## config.mk

```make
export PLATFORM = sky130hd
export DESIGN_NAME = instr_encoder
export DESIGN_NICKNAME = d
export VERILOG_FILES = /design/src/rtl/instr_encoder.sv
export SDC_FILE = /design/constraint.sdc
export NUM_CORES = 1
export LEC_CHECK = 0
export CAP_MARGIN = 25
export CELL_PAD_IN_SITES_DETAIL_PLACEMENT = 0
export CELL_PAD_IN_SITES_GLOBAL_PLACEMENT = 2
export CORE_UTILIZATION = 31
export DETAILED_ROUTE_END_ITERATION = 16
export GPL_ROUTABILITY_DRIVEN = 0
export PLACE_DENSITY_LB_ADDON = 0.1
export RECOVER_POWER = 50
export SLEW_MARGIN = 20
export SYNTH_ARGS = -nofsm -noshare
export SYNTH_HDL_FRONTEND = slang
export SYNTH_SLANG_ARGS = --single-unit
```

## constraint.sdc

```tcl
create_clock -name clk -period 3.4 [get_ports clk]
set_input_delay 0.51 -clock clk [delete_from_list [all_inputs] [get_ports clk]]
set_output_delay 0.51 -clock clk [all_outputs]
set_load 0.05 [all_outputs]
```

## src/rtl/instr_encoder.sv

```systemverilog
// instr_encoder: packs RV32I instruction fields into 32-bit words.
// Stage 1 registers the field bundle and range-checks the immediate.
// Stage 2 assembles the word. Each word leaving the encoder is tagged with an
// auto-incrementing byte address.
module instr_encoder #(
  parameter int ADDR_W = 12
) (
  input  logic              clk,
  input  logic              reset,
  input  logic              in_valid,
  output logic              in_ready,
  input  logic [2:0]        in_fmt,
  input  logic [6:0]        in_opcode,
  input  logic [4:0]        in_rd,
  input  logic [4:0]        in_rs1,
  input  logic [4:0]        in_rs2,
  input  logic [2:0]        in_funct3,
  input  logic [6:0]        in_funct7,
  input  logic [31:0]       in_imm,
  output logic              out_valid,
  input  logic              out_ready,
  output logic [31:0]       out_instr,
  output logic [ADDR_W-1:0] out_addr,
  output logic              out_err,
  output logic              err_sticky,
  input  logic              addr_load,
  input  logic [ADDR_W-1:0] addr_in,
  output logic [15:0]       count
);

  localparam logic [2:0] FMT_R = 3'd0;
  localparam logic [2:0] FMT_I = 3'd1;
  localparam logic [2:0] FMT_S = 3'd2;
  localparam logic [2:0] FMT_B = 3'd3;
  localparam logic [2:0] FMT_U = 3'd4;
  localparam logic [2:0] FMT_J = 3'd5;
  localparam logic [31:0] NOP_WORD = 32'h0000_0013;

  // Stage 1 state
  logic        s1_valid_reg;
  logic [2:0]  s1_fmt_reg;
  logic [6:0]  s1_opcode_reg;
  logic [4:0]  s1_rd_reg;
  logic [4:0]  s1_rs1_reg;
  logic [4:0]  s1_rs2_reg;
  logic [2:0]  s1_funct3_reg;
  logic [6:0]  s1_funct7_reg;
  logic [31:0] s1_imm_reg;
  logic        s1_err_reg;
  logic        s1_shift_reg;

  // Stage 2 / output state
  logic              out_valid_reg;
  logic [31:0]       out_instr_reg;
  logic              out_err_reg;
  logic              err_sticky_reg;
  logic [ADDR_W-1:0] out_addr_reg;
  logic [15:0]       count_reg;

  logic        s2_adv;
  logic        s1_adv;
  logic        out_xfer;
  logic        in_xfer;
  logic        shift_next;
  logic        err_next;
  logic [31:0] word_next;

  assign s2_adv   = !out_valid_reg || out_ready;
  assign s1_adv   = !s1_valid_reg || s2_adv;
  assign in_ready = s1_adv;
  assign in_xfer  = in_valid && s1_adv;
  assign out_xfer = out_valid_reg && out_ready;

  // Immediate range check on the incoming bundle; a sign-extended value fits
  // in N bits when all bits from N-1 upward agree.
  always_comb begin
    shift_next = (in_fmt == FMT_I) && (in_opcode == 7'b0010011) &&
                 ((in_funct3 == 3'd1) || (in_funct3 == 3'd5));
    err_next = 1'b0;
    case (in_fmt)
      FMT_R: err_next = 1'b0;
      FMT_I: begin
        if (shift_next) err_next = (in_imm[31:5] != '0);
        else            err_next = !((&in_imm[31:11]) || !(|in_imm[31:11]));
      end
      FMT_S: err_next = !((&in_imm[31:11]) || !(|in_imm[31:11]));
      FMT_B: err_next = !((&in_imm[31:12]) || !(|in_imm[31:12])) || in_imm[0];
      FMT_U: err_next = (in_imm[11:0] != '0);
      FMT_J: err_next = !((&in_imm[31:20]) || !(|in_imm[31:20])) || in_imm[0];
      default: err_next = 1'b1;
    endcase
  end

  // Stage 1 register: captures a bundle whenever the slot is free or moving on
  always_ff @(posedge clk) begin
    if (!reset) begin
      s1_valid_reg <= 1'b0;
    end else if (s1_adv) begin
      s1_valid_reg <= in_valid;
      if (in_xfer) begin
        s1_fmt_reg    <= in_fmt;
        s1_opcode_reg <= in_opcode;
        s1_rd_reg     <= in_rd;
        s1_rs1_reg    <= in_rs1;
        s1_rs2_reg    <= in_rs2;
        s1_funct3_reg <= in_funct3;
        s1_funct7_reg <= in_funct7;
        s1_imm_reg    <= in_imm;
        s1_err_reg    <= err_next;
        s1_shift_reg  <= shift_next;
      end
    end
  end

  // Word assembly from stage 1 fields; out-of-range immediates are simply truncated
  always_comb begin
    word_next = NOP_WORD;
    case (s1_fmt_reg)
      FMT_R: word_next = {s1_funct7_reg, s1_rs2_reg, s1_rs1_reg, s1_funct3_reg,
                          s1_rd_reg, s1_opcode_reg};
      FMT_I: begin
        if (s1_shift_reg)
          word_next = {s1_funct7_reg, s1_imm_reg[4:0], s1_rs1_reg, s1_funct3_reg,
                       s1_rd_reg, s1_opcode_reg};
        else
          word_next = {s1_imm_reg[11:0], s1_rs1_reg, s1_funct3_reg,
                       s1_rd_reg, s1_opcode_reg};
      end
      FMT_S: word_next = {s1_imm_reg[11:5], s1_rs2_reg, s1_rs1_reg, s1_funct3_reg,
                          s1_imm_reg[4:0], s1_opcode_reg};
      FMT_B: word_next = {s1_imm_reg[12], s1_imm_reg[10:5], s1_rs2_reg, s1_rs1_reg,
                          s1_funct3_reg, s1_imm_reg[4:1], s1_imm_reg[11], s1_opcode_reg};
      FMT_U: word_next = {s1_imm_reg[31:12], s1_rd_reg, s1_opcode_reg};
      FMT_J: word_next = {s1_imm_reg[20], s1_imm_reg[10:1], s1_imm_reg[11],
                          s1_imm_reg[19:12], s1_rd_reg, s1_opcode_reg};
      default: word_next = NOP_WORD;
    endcase
  end

  // Stage 2 register: holds the word stable while the consumer stalls
  always_ff @(posedge clk) begin
    if (!reset) begin
      out_valid_reg <= 1'b0;
      out_instr_reg <= '0;
      out_err_reg   <= 1'b0;
    end else if (s2_adv) begin
      out_valid_reg <= s1_valid_reg;
      if (s1_valid_reg) begin
        out_instr_reg <= word_next;
        out_err_reg   <= s1_err_reg;
      end
    end
  end

  // Address tag, transfer count and sticky error, all advanced by output transfers
  always_ff @(posedge clk) begin
    if (!reset) begin
      out_addr_reg   <= '0;
      count_reg      <= '0;
      err_sticky_reg <= 1'b0;
    end else begin
      if (addr_load)     out_addr_reg <= addr_in;
      else if (out_xfer) out_addr_reg <= out_addr_reg + ADDR_W'(4);
      if (out_xfer)                count_reg      <= count_reg + 16'd1;
      if (out_xfer && out_err_reg) err_sticky_reg <= 1'b1;
    end
  end

  assign out_valid  = out_valid_reg;
  assign out_instr  = out_instr_reg;
  assign out_err    = out_err_reg;
  assign out_addr   = out_addr_reg;
  assign err_sticky = err_sticky_reg;
  assign count      = count_reg;

endmodule

```

==> metrics <==
reg2reg end out_instr[13]; GR Overflow Total 0; dpl cell area 7093 um^2; syn_nets 539; nets 690; FFs w/ async S/R, synth 0%; hold path startpoint out_instr[25]; hold buffer count at cts 0; Slew @ Worst Pin 1.372 ns; YS warnings 0; period utilization 82.51%; DRC viols 0; Die H 134.0 um; root buf cell clkbuf_16; Cell Area, Synth 5399 um^2; DRT Pass-1 Iters 6; final setup violation count 0; first-pass GRT wire length 21.09 mm; htree depth 4; largest net degree at the start of global routing 70; Yosys top cell area share 38.38%; ys flop type edfxtp_1; Critical Path Source Type input pin; drt wl/cell 16.39 um; CTS max path bufs 2; I/O pin total 148; Placement Rows 47; antenna-violating nets left 0; Worst-path clk slew 0.06 ns; fraction of layout cells with a size suffix above 1 7.618%; antenna violations before repair 0; CP endpoint kind output pin; Finished Cell Area 7682 um^2; CP startpoint out_ready; Resized cells post-CTS 0; post-route minimum period 2.805 ns; slowest CP cell clkdlybuf4s50_1; Max Slew Vio Count 0; Starting Density 32.10%; unrepaired setup endpoints after global routing false; total wire length 13.72 mm; synthesized instance count 453; Bufs and invs on worst path 2; Leak 0.002681 uW; Worst VDD drop 359.7 uV; Seq/Total Area, Yosys 62.11%; Setup TNS Final 0 ns; CTS Sinks 133; Slew HR 8.511%; crit path DAT 2.30 ns; status finished clean; CTS Buf Count 17; Area growth syn-to-layout 42.29%; DR vias/cell 4.781; top fanout value on the critical path 5; hold depth 2; Inserted Diodes 0; CTS tree yes; worst hold path class reg -> reg; Setup Fix Bufs, Post-CTS 0; CP Class in -> out; achievable clock frequency 356.5 MHz; latest clock arrival within the worst-skew pair 0.41 ns; cells taking the most area after synthesis edfxtp_1 38%, dfxtp_1 24%, nor3b_1 3.1%, nand2_1 2.4%, and2_1 2.3%; core outline area 16,820 um^2; die width 134.0 um; die area 17,950 um^2; slowest stage delay, CP 0.72 ns; Hold Path Sink out_instr[25]; Power per Cell Area 537.7 nW/um^2; vias in the first global route 3,908; final hold viol count 0; post-synth top area cell edfxtp_1; Vias 4,002; CP cell instances dlygate4sd3_1 -> nor2b_1 -> nand2_1 -> clkdlybuf4s50_1; max_cap viols 0; WP data required 2.89 ns; global-route usage over all layers 15.71%; internal reg-to-reg setup slack 1.01 ns; FF+latch count, synth 133; 1st-iter DRT viols 190; Stages on worst setup path 4; DPL Wire Length 9.890 mm; Final Skew 0.005456 ns; IO buf count 147; number of flops mapped to enable cells by yosys 69; RR Startpoint out_valid; FF-to-FF path depth 5; CP top delay family buffers and inverters; synthesized area per cell 11.92 um^2; synth unique cells 48
==> through the flow <==
stage                     util (%)  setup slack [ns]  total power, uW  cells  hold slack, ns
final                        45.68            0.5947             4131    837          0.4626
after global routing         45.68            0.4553             4285    837          0.4858
after CTS                    45.89            0.7480             4203    837          0.4725
after detailed placement     42.17            0.7649             2282    805          0.4646
after global placement       42.17            0.7948             2278    805          0.4607
after floorplan                  -            0.1175             2061    453          0.4810
==> cell type report <==
type                            instances  area, um^2
Clock inverter                         13       172.7
Fill cell                            1587        9136
Clock buffer                           19       452.9
Inverter                               11       41.29
Multi-Input combinational cell        288        1883
Sequential cell                       133        3353
Tap cell                              220       275.3
Timing Repair Buffer                  153        1504
==> logic make-up after synthesis <==
group / synth area share, %
XOR/XNOR: 3.245
multiplexers: 1.159
flip-flops: 62.11
adder cells (fa/ha/maj): 0.4634
AND/OR/NAND/NOR: 17.91
AO/OA/AOI/OAI: 12.56
buffers and inverters: 2.549
==> cells in the final DEF (no fill, tap or decap), types with 3 or more instances in the layout <==
cell type | synthesis | final
a32o_1 | 6 | 6
a21oi_1 | 6 | 6
nor3b_1 | 22 | 22
nand2b_1 | 3 | 3
xor2_1 | 11 | 11
a22oi_1 | 12 | 12
nor2_1 | 21 | 22
or3_1 | 5 | 5
nand4_1 | 8 | 9
edfxtp_1 | 69 | 69
inv_1 | 10 | 10
clkbuf_16 | 0 | 17
clkdlybuf4s50_1 | 0 | 61
bufinv_16 | 0 | 3
xnor2_1 | 9 | 9
nor4_1 | 7 | 8
a21boi_0 | 10 | 12
o2bb2ai_1 | 4 | 4
a221oi_1 | 14 | 14
dfxtp_1 | 64 | 64
mux2i_1 | 4 | 4
and3_1 | 6 | 5
buf_4 | 2 | 4
nor2b_1 | 19 | 18
and2_0 | 0 | 12
clkinv_4 | 0 | 5
and2_1 | 20 | 8
nand2_1 | 34 | 34
and4_1 | 3 | 3
nor3_1 | 7 | 7
inv_6 | 0 | 3
dlygate4sd3_1 | 0 | 85
o21ai_0 | 24 | 24
nand3_1 | 5 | 6
o221a_2 | 3 | 3
==> worst reg2reg max path: stages, from the launching register on <==
cell      delay [ns]
dfxtp_1         0.37
nor2b_1         0.36
nand2b_1        0.19
clkbuf_1        1.01
a221oi_1        0.12
nor3b_1         0.26
==> synth_stat cells (all sizes together), types with 2 or more instances <==
| master | instances |
|---|---|
| edfxtp | 69 |
| dfxtp | 64 |
| nand2 | 34 |
| o21ai | 24 |
| nor2 | 23 |
| nor3b | 22 |
| and2 | 20 |
| nor2b | 19 |
| a221oi | 14 |
| a21boi | 12 |
| a22oi | 12 |
| clkbuf | 11 |
| xor2 | 11 |
| buf | 10 |
| inv | 10 |
| nand4 | 9 |
| xnor2 | 9 |
| nor4 | 8 |
| nand3 | 7 |
| nor3 | 7 |
| a21oi | 6 |
| a32o | 6 |
| and3 | 6 |
| or3 | 6 |
| mux2i | 4 |
| o2bb2ai | 4 |
| and4 | 3 |
| nand2b | 3 |
| o221a | 3 |
| a32oi | 2 |
| ha | 2 |
| mux2 | 2 |
| o211a | 2 |
| o211ai | 2 |
==> power breakdown <==
group | switching (uW) | internal (uW) | leakage, uW
logic | 246 | 174 | 0.00120
clock network | 706 | 1200 | 0.000305
registers | 37.8 | 1760 | 0.00117
total | 991 | 3140 | 0.00268
==> how the worst max path moves through the flow <==
stage | end
after floorplan | s1_err_reg
after global placement | in_ready
after detailed placement | in_ready
after CTS | in_ready
after global routing | out_instr[13]
final | in_ready
==> per-layer routing <==
layer / vias to the layer above / part of all wire [%] / routed length (um) / global-route usage [%]
met1: 1864 / 45 / 6157 / 19.50
met5: - / 0 / 0 / 0
met4: 0 / 1.7 / 236 / 6.881
met2: 124 / 49 / 6708 / 25.96
met3: 20 / 4.5 / 614 / 3.704
li1: 1994 / - / - / -
Power figures use the tool's default switching activity.
